===== config.mk =====
export PLATFORM = sky130hd
export DESIGN_NAME = pipeline_fetch_queue
export DESIGN_NICKNAME = d
export VERILOG_FILES = /design/src/rtl/pipeline_fetch_queue.sv
export SDC_FILE = /design/constraint.sdc
export NUM_CORES = 1
export LEC_CHECK = 0
export ABC_AREA = 1
export ABC_CLOCK_PERIOD_IN_PS = 1850
export BUFFER_PORTS_ARGS = -buffer_cell sky130_fd_sc_hd__buf_2
export CORE_MARGIN = 3
export CORE_UTILIZATION = 51
export CTS_CLUSTER_DIAMETER = 200
export CTS_CLUSTER_SIZE = 12
export DETAILED_ROUTE_END_ITERATION = 8
export GPL_TIMING_DRIVEN = 0
export PLACE_DENSITY = 0.72
export SLEW_MARGIN = 10
export SYNTH_ARGS = -nofsm -noshare
export SYNTH_HDL_FRONTEND = slang
export SYNTH_SLANG_ARGS = --single-unit

===== constraint.sdc =====
create_clock -name ClockIn -period 1.85 [get_ports ClockIn]
set_input_delay 0.37 -clock ClockIn [delete_from_list [all_inputs] [get_ports ClockIn]]
set_output_delay 0.37 -clock ClockIn [all_outputs]
set_load 0.05 [all_outputs]

===== src/rtl/pipeline_fetch_queue.sv =====
// Stage-0 fetch with prefetch queue: MEMDATA->PipeOut in 1 clk (bypass) or 1 clk after reaching the head.
// Stall holds PipeOut while the queue keeps filling; fetch and PCRA strobes stop when full with no pop.

module syncFifo #(
  parameter int WIDTH = 8,
  parameter int DEPTH = 4
) (
  input  logic                       clk,
  input  logic                       rst,
  input  logic                       clr,
  input  logic                       push,
  input  logic                       pop,
  input  logic [WIDTH-1:0]           wrDat,
  output logic [WIDTH-1:0]           rdDat,
  output logic [$clog2(DEPTH+1)-1:0] count,
  output logic                       full,
  output logic                       empty
);
  localparam int PW = $clog2(DEPTH);
  localparam int CW = $clog2(DEPTH+1);
  localparam logic [CW-1:0] DepthCnt = CW'(DEPTH);

  logic [WIDTH-1:0] mem [DEPTH];
  logic [PW-1:0]    wrPtr;
  logic [PW-1:0]    rdPtr;

  // Pointers wrap naturally because DEPTH is a power of two.
  always_ff @(posedge clk) begin
    if (rst || clr) begin
      wrPtr <= '0;
      rdPtr <= '0;
      count <= '0;
    end else begin
      if (push) wrPtr <= wrPtr + PW'(1);
      if (pop)  rdPtr <= rdPtr + PW'(1);
      case ({push, pop})
        2'b10:   count <= count + CW'(1);
        2'b01:   count <= count - CW'(1);
        default: count <= count;
      endcase
    end
  end

  always_ff @(posedge clk) begin
    if (push && !rst && !clr) mem[wrPtr] <= wrDat;
  end

  assign rdDat = mem[rdPtr];
  assign full  = (count == DepthCnt);
  assign empty = (count == '0);

  assert property (@(posedge clk) disable iff (rst || clr) !(push && full && !pop));
  assert property (@(posedge clk) disable iff (rst || clr) !(pop && empty));
  assert property (@(posedge clk) disable iff (rst) count <= DepthCnt);

endmodule

module pipeline_fetch_queue #(
  parameter int                    DATA_WIDTH = 8,
  parameter int                    DEPTH      = 4,
  parameter logic [DATA_WIDTH-1:0] NOP_VALUE  = '0
) (
  input  logic                       ClockIn,
  input  logic                       Reset,
  input  logic                       BusRequest,
  input  logic                       FetchSurpress,
  input  logic                       Stall,
  input  logic                       Flush,
  input  logic [DATA_WIDTH-1:0]      MEMDATA,
  input  logic                       Flags_5_PCRA_Flip,
  output logic [DATA_WIDTH-1:0]      PipeOut,
  output logic                       PipeValid,
  output logic                       Pipe0Out_0_IncPCRA0,
  output logic                       Pipe0Out_1_IncPCRA1,
  output logic [$clog2(DEPTH+1)-1:0] Count,
  output logic                       Full,
  output logic                       Empty
);
  logic                  advance;
  logic                  popEn;
  logic                  fetchEn;
  logic                  bypassEn;
  logic                  pushEn;
  logic [DATA_WIDTH-1:0] headDat;
  logic [DATA_WIDTH-1:0] pipeNext;
  logic                  validNext;

  assign advance  = !Stall;
  assign popEn    = advance && !FetchSurpress && !Empty;
  // A full queue can still accept a byte when the head leaves in the same cycle.
  assign fetchEn  = !Reset && !BusRequest && !Flush && (!Full || popEn);
  assign bypassEn = advance && !FetchSurpress && Empty && fetchEn;
  assign pushEn   = fetchEn && !bypassEn;

  assign Pipe0Out_0_IncPCRA0 = fetchEn && !Flags_5_PCRA_Flip;
  assign Pipe0Out_1_IncPCRA1 = fetchEn &&  Flags_5_PCRA_Flip;

  syncFifo #(
    .WIDTH (DATA_WIDTH),
    .DEPTH (DEPTH)
  ) queue (
    .clk   (ClockIn),
    .rst   (Reset),
    .clr   (Flush),
    .push  (pushEn),
    .pop   (popEn),
    .wrDat (MEMDATA),
    .rdDat (headDat),
    .count (Count),
    .full  (Full),
    .empty (Empty)
  );

  always_comb begin
    pipeNext  = PipeOut;
    validNext = PipeValid;
    if (Reset || Flush) begin
      pipeNext  = NOP_VALUE;
      validNext = 1'b0;
    end else if (advance) begin
      if (popEn) begin
        pipeNext  = headDat;
        validNext = 1'b1;
      end else if (bypassEn) begin
        pipeNext  = MEMDATA;
        validNext = 1'b1;
      end else begin
        pipeNext  = NOP_VALUE;
        validNext = 1'b0;
      end
    end
  end

  always_ff @(posedge ClockIn) begin
    PipeOut   <= pipeNext;
    PipeValid <= validNext;
  end

endmodule


==> results of run 1 <==
-- layer usage --
layer  share of wire (%)  wire, um  global-route usage [%]
met1                  41      1928                   24.60
met2                  52      2418                   33.07
met3                 5.9       277                   4.683
met4                0.92        43                   5.328
met5                   0         0                       0
-- worst reg2reg max path, cell delays in order (launching register included) --
cell     delay [ns]
dfxtp_4        0.36
nor2_4         0.20
nand2_4        0.10
inv_8          0.06
nand2_4        0.05
nand3_4        0.07
ha_4           0.14
inv_4          0.03
fa_2           0.35
a21oi_2        0.15
o21ai_2        0.08
nand2_1        0.06
nand2_1        0.04
nor2_1         0.07
-- metrics by stage --
step / instances / setup TNS [ns] / util [%]
floorplan: 233 / -0.07141 / -
global placement: 312 / -6.375 / 60.75
detailed placement: 312 / -6.417 / 60.75
global route: 329 / -0.1116 / 66.09
finish: 329 / 0 / 66.09
CTS: 327 / -0.02283 / 65.28
-- sequential cells by signal, indices dropped and copies added (netlist names), named ones only --
signal / cells
queue.mem: 32
queue.count: 3
PipeValid: 1
queue.rdPtr: 2
queue.wrPtr: 2
PipeOut: 8
-- cells by family (layout without fill, tap and decap cells) --
| group | Yosys count | after routing | share of synthesized area [%] |
|---|---|---|---|
| buffers and inverters | 41 | 87 | 8.582 |
| adders and majority gates | 6 | 6 | 3.585 |
| AOI/OAI and AO/OA | 10 | 10 | 2.662 |
| and+or+nand+nor | 126 | 126 | 27.81 |
| DFF | 50 | 50 | 57.36 |
-- repair_timing --
action | CTS | global route
pin swaps | 7 | 7
buffers inserted | 7 | 2
resized for setup | 7 | 6
endpoints found under the setup margin | 1 | 1
-- path summary, 6_finish.rpt --
kind / start / end / slack, ns
hold reg to reg: queue.rdPtr[1]$_SDFFE_PP0N_ / queue.rdPtr[1]$_SDFFE_PP0N_ / 0.47
setup / recovery: queue.count[1]$_SDFFE_PP0P_ / queue.count[2]$_SDFFE_PP0P_ / 0.04
hold / removal: MEMDATA[0] / queue.mem[2][0]$_DFFE_PP_ / 0.30
setup reg to reg: queue.count[1]$_SDFFE_PP0P_ / queue.count[2]$_SDFFE_PP0P_ / 0.04
-- layout make-up --
type / count / area share, %
flip-flops and latches: 50 / 48.32
multi-input cells: 142 / 30.08
repair buffers: 38 / 7.713
inverters: 34 / 5.354
clock buffers: 7 / 2.768
plain buffers: 7 / 2.405
well taps: 50 / 2.269
clock inverters: 1 / 1.089
-- cell usage after synthesis --
library cell  number  area share (%)
buf_6              2            0.98
buf_4              4             1.3
nor2_1            13             2.1
inv_1             26             4.2
nor3_1             1            0.22
fa_1               1            0.87
o21ai_1            2            0.43
nand2_8            1            0.87
nand2_4            2            0.98
nand4_1            2            0.54
nand3_4            1            0.76
inv_2              5            0.81
nand2_2            1            0.27
buf_2              1            0.22
inv_8              1            0.49
ha_1               5             2.7
a21oi_4            1            0.71
nand3_2            8             3.5
dfxtp_1           18              16
nand3_1           33             7.2
nand2_1           61             9.9
o21ai_0            3            0.65
a21oi_1            4            0.87
nor2_4             3             1.5
inv_4              2            0.54
edfxtp_1          32              42
-- where the power goes --
part	internal (mW)	leakage, nW	total, mW	switching [mW]
Clock	0.405	0.0524	0.742	0.338
Combinational	0.0518	0.696	0.152	0.0998
Sequential	1.19	0.436	1.19	0.00416
==> flow_metrics.py, run 1 <==
metrics = {
    "placed_design": {
        "hpwl_um": 3115,
        "portBuffers": 29,
        "gp_congestion": 0.7325,
        "dpl_cell_area_mm2": 0.002535,
        "post-place-ws_ns": -0.2431,
    },
    "run_status": {
        "outcome": "complete, no violations",
    },
    "worst_setup_path": {
        "critPathRequiredTime_ns": 2.08,
        "cp.depth": 13,
        "path_cells": "nor2_4, nand2_4, inv_8, nand2_4, nand3_4, ha_4, inv_4, fa_2, a21oi_2, o21ai_2, nand2_1, nand2_1, nor2_1",
        "cp_max_fo": 3,
        "critPathLaunchType": "flop",
        "max_stage_delay_ns": 0.36,
        "timing.critical_path.arrival_ns": 2.04,
        "critPathBufInv": 2,
        "critPathKind": "reg -> reg",
        "ff2ff_path_depth": 13,
        "crit_family": "simple AND/OR/NAND/NOR gates",
        "crit_slowest_cell": "dfxtp_4",
        "crit_path_end_kind": "flop",
    },
    "clock_tree": {
        "ctsHoldBuffers": 0,
        "cts-root-buf": "clkbuf_8",
        "clkSinkCount": 50,
        "clock_latency_ns": 0.29,
        "clk_pin_slew_ns": 0.08,
        "cts_max_level": 2,
        "clock_path_buffers": 2,
        "cts_buffers": 5,
        "cts_tree": "yes",
    },
    "route": {
        "viasPerCell": 5.043,
        "postRouteWirelength_um": 4667,
        "drtPass1Iterations": 4,
        "drc_errors": 0,
        "drtAntennaViolNets": 0,
        "drt_iter0_markers": 138,
        "route.vias.total": 1659,
        "post_drt_wl_per_cell_um": 14.19,
    },
    "die": {
        "num_rows": 23,
        "coreArea_mm2": 0.004173,
        "start_util_pct": 55.20,
        "die_area_mm2": 0.005359,
        "die_w_um": 73.21,
        "dieHeight_um": 73.21,
        "io_pins": 31,
    },
    "grt": {
        "grt_pass1_vias": 1561,
        "grt-ovfl-total": 0,
        "grt_first_pass_wirelength_um": 7562,
        "track_usage_pct": 19.44,
        "grt_max_degree": 15,
        "antenna_found_initial": 0,
    },
    "layout": {
        "final_cell_mix": "nand2_1 (61), nand3_1 (33), edfxtp_1 (32), buf_2 (30), inv_1 (25)",
        "layout-drive-gt1-share_pct": 31.90,
        "nNetsFinal": 299,
        "stdcell_area_mm2": 0.002758,
        "n_fill_cell": 325,
        "multi_input_area_um2": 829.5,
        "antenna_cells": 0,
        "area_growth_syn_to_layout_pct": 19.72,
        "register_area_mm2": 0.001333,
        "layout_commonest_cell": "nand2_1",
    },
    "logic_synthesis": {
        "ys_ff_latch": 50,
        "yosysSeqAreaShare_pct": 57.36,
        "synth_nets": 254,
        "synth_warnings": 0,
        "synth_cell_types": 26,
        "avgSynthCellArea_um2": 9.886,
        "synth_area_mm2": 0.002303,
        "synth_cells": 233,
    },
    "sta": {
        "max_freq_ghz": 0.5516,
        "slew_headroom_pct": 64.05,
        "skew_ns": 0.003450,
        "drv_slew": 0,
        "holdWs_ns": 0.2999,
        "tightest_slew_ns": 0.5386,
        "period_needed_ns": 1.813,
        "fin_crit_sh_pct": 98.00,
        "setup_viol": 0,
        "fin_ws_ns": 0.03695,
        "rsz0062_at_grt": "true",
        "hold_viol_final": 0,
    },
    "pwr": {
        "p_leak_nw": 1.185,
        "ir_drop_uv": 443.7,
        "power_density_mw_per_mm2": 757.3,
        "finalPower_mw": 2.088,
    },
    "job": {
        "max_cap_violations": 0,
    },
    "worst_hold_path": {
        "min_path_cells": 1,
        "hold_path_class": "in -> reg",
    },
}
(Power assumes the default switching activity.)
==> run 2, diff against run 1 <==
--- a/config.mk
+++ b/config.mk
@@ -15,6 +15,7 @@
 export DETAILED_ROUTE_END_ITERATION = 8
 export GPL_TIMING_DRIVEN = 0
 export PLACE_DENSITY = 0.72
+export RECOVER_POWER = 50
 export SLEW_MARGIN = 10
 export SYNTH_ARGS = -nofsm -noshare
 export SYNTH_HDL_FRONTEND = slang
==> flow_metrics.py, run 2 (synthesis gave the netlist of run 1 again) <==
metrics = {
    "die": {
        "die_area_mm2": 0.005359,
        "start_util_pct": 55.20,
        "dieHeight_um": 73.21,
        "die_w_um": 73.21,
        "coreArea_mm2": 0.004173,
        "io_pins": 31,
        "num_rows": 23,
    },
    "pwr": {
        "combPwrFrac_pct": 7.1,
        "swShare_pct": 21.41,
        "power_density_mw_per_mm2": 761.6,
        "p_int_mw": 1.645,
        "pwr-share-seq_pct": 57.1,
        "clkPwrFrac_pct": 35.8,
        "switchingPower_uw": 448.0,
        "p_leak_nw": 1.163,
        "ir_drop_uv": 443.7,
    },
    "worst_hold_path": {
        "min_from": "Flush",
        "min_to": "queue.count[2]$_SDFFE_PP0P_",
        "min_path_cells": 4,
        "hold_path_class": "in -> reg",
    },
    "clock_tree": {
        "cts_tree": "yes",
        "clk_pin_slew_ns": 0.08,
        "cts-root-buf": "clkbuf_8",
        "clock_latency_ns": 0.30,
        "clkSinkCount": 50,
        "cts_buffers": 5,
        "clock_path_buffers": 2,
        "cts_max_level": 2,
    },
    "sta": {
        "rsz0062_at_grt": "true",
        "slew_headroom_pct": 63.87,
        "holdWs_ns": 0.3551,
        "drv_slew": 0,
        "skew_ns": 0.005726,
        "fin_crit_sh_pct": 98.01,
        "setup_viol": 0,
        "period_needed_ns": 1.813,
        "max_freq_ghz": 0.5515,
        "tightest_slew_ns": 0.5413,
        "fin_ws_ns": 0.03678,
        "hold_viol_final": 0,
    },
    "worst_setup_path": {
        "rrSetupSlack_ns": 0.04,
        "critPathLaunchType": "flop",
        "critPathKind": "reg -> reg",
        "reg2reg_from": "queue.count[1]$_SDFFE_PP0P_",
        "critPathRequiredTime_ns": 2.08,
        "cp_max_fo": 3,
        "timing.critical_path.arrival_ns": 2.04,
        "ff2ff_path_depth": 13,
        "crit_path_end_kind": "flop",
        "reg2reg_to": "queue.count[2]$_SDFFE_PP0P_",
    },
    "layout": {
        "nNetsFinal": 299,
        "largest_reg_flops": 32,
        "layout_commonest_cell": "nand2_1",
        "layout-drive-gt1-share_pct": 29.03,
        "area_growth_syn_to_layout_pct": 19.28,
        "register_area_mm2": 0.001333,
        "stdcell_area_mm2": 0.002748,
        "final_cell_mix": "nand2_1 (61), nand3_1 (33), edfxtp_1 (32), inv_1 (25), buf_2 (22)",
        "multi_input_area_um2": 829.5,
        "top_register": "queue.mem",
        "n_fill_cell": 329,
        "reg_top3": "queue.mem x32, PipeOut x8, queue.count x3",
        "antenna_cells": 0,
    },
    "route": {
        "drtAntennaViolNets": 0,
        "viasPerCell": 5.018,
        "post_drt_wl_per_cell_um": 14.20,
        "route.vias.total": 1651,
        "drtPass1Iterations": 4,
        "drc_errors": 0,
        "drt_iter0_markers": 126,
        "postRouteWirelength_um": 4672,
    },
    "grt": {
        "track_usage_pct": 19.44,
        "grt-ovfl-total": 0,
        "antenna_found_initial": 0,
        "grt_first_pass_wirelength_um": 7562,
        "grt_pass1_vias": 1561,
        "grt_max_degree": 15,
    },
    "run_status": {
        "outcome": "complete, no violations",
    },
    "placed_design": {
        "gp_congestion": 0.7325,
        "dpl_cell_area_mm2": 0.002535,
        "portBuffers": 29,
        "hpwl_um": 3115,
        "post-place-ws_ns": -0.2431,
    },
    "job": {
        "max_cap_violations": 0,
    },
}
==> run 2: how the worst max path moves through the flow <==
stage / cells after the start / end / slack (ns) / startpoint
6_report: 13 / queue.count[2]$_SDFFE_PP0P_ / 0.04 / queue.count[1]$_SDFFE_PP0P_
5_1_grt: 13 / queue.count[2]$_SDFFE_PP0P_ / -0.11 / queue.count[1]$_SDFFE_PP0P_
4_1_cts: 13 / queue.count[2]$_SDFFE_PP0P_ / -0.02 / queue.count[0]$_SDFFE_PP0P_
3_5_place_dp: 6 / queue.mem[2][6]$_DFFE_PP_ / -0.24 / Reset
3_3_place_gp: 6 / queue.mem[2][6]$_DFFE_PP_ / -0.25 / Reset
2_1_floorplan: 12 / queue.count[2]$_SDFFE_PP0P_ / -0.07 / queue.count[1]$_SDFFE_PP0P_
==> run 2: per-stage QoR <==
stage	std cells	power [mW]	util, %	TNS (ns)
6_report	329	2.093	65.85	0
5_1_grt	329	2.153	65.85	-0.1116
4_1_cts	327	2.102	65.28	-0.02283
3_5_place_dp	312	1.356	60.75	-6.417
3_3_place_gp	312	1.354	60.75	-6.375
2_1_floorplan	233	1.309	-	-0.07141
==> run 2: area by class of cell <==
cell class                      instances  share of cell area [%]
Timing Repair Buffer                   38                   7.377
Clock buffer                            7                   2.778
Buffer                                  7                   2.413
Clock inverter                          1                   1.093
Inverter                               34                   5.373
Sequential cell                        50                   48.50
Multi-Input combinational cell        142                   30.19
Tap cell                               50                   2.277
==> run 2: critical path, stage by stage, from the launching register on <==
cell	delay, ns
dfxtp_4	0.36
nor2_4	0.20
nand2_4	0.10
inv_8	0.06
nand2_4	0.05
nand3_4	0.07
ha_4	0.14
inv_4	0.03
fa_2	0.35
a21oi_2	0.15
o21ai_2	0.08
nand2_1	0.06
nand2_1	0.04
nor2_1	0.07
==> run 2: routing by layer <==
layer | vias to the layer above | global-route usage (%) | part of all wire, %
met4 | 0 | 5.328 | 0.92
li1 | 849 | - | -
met1 | 755 | 24.60 | 42
met3 | 4 | 4.683 | 6.1
met5 | - | 0 | 0
met2 | 43 | 33.07 | 51
==> run 2: power groups by stage <==
stage / Combinational (mW) / Clock [mW] / Sequential, mW
6_report: 0.149 / 0.749 / 1.19
5_1_grt: 0.164 / 0.793 / 1.20
4_1_cts: 0.148 / 0.759 / 1.19
3_5_place_dp: 0.135 / 0 / 1.22
3_3_place_gp: 0.133 / 0 / 1.22
2_1_floorplan: 0.0788 / 0 / 1.23
==> run 2: timing repair <==
item | in CTS | in global routing
endpoints found under the setup margin | 1 | 1
resized for setup | 7 | 6
hold buffers | 0 | 0
cloned | 0 | 0
pin swaps | 7 | 7
setup buffers | 7 | 2
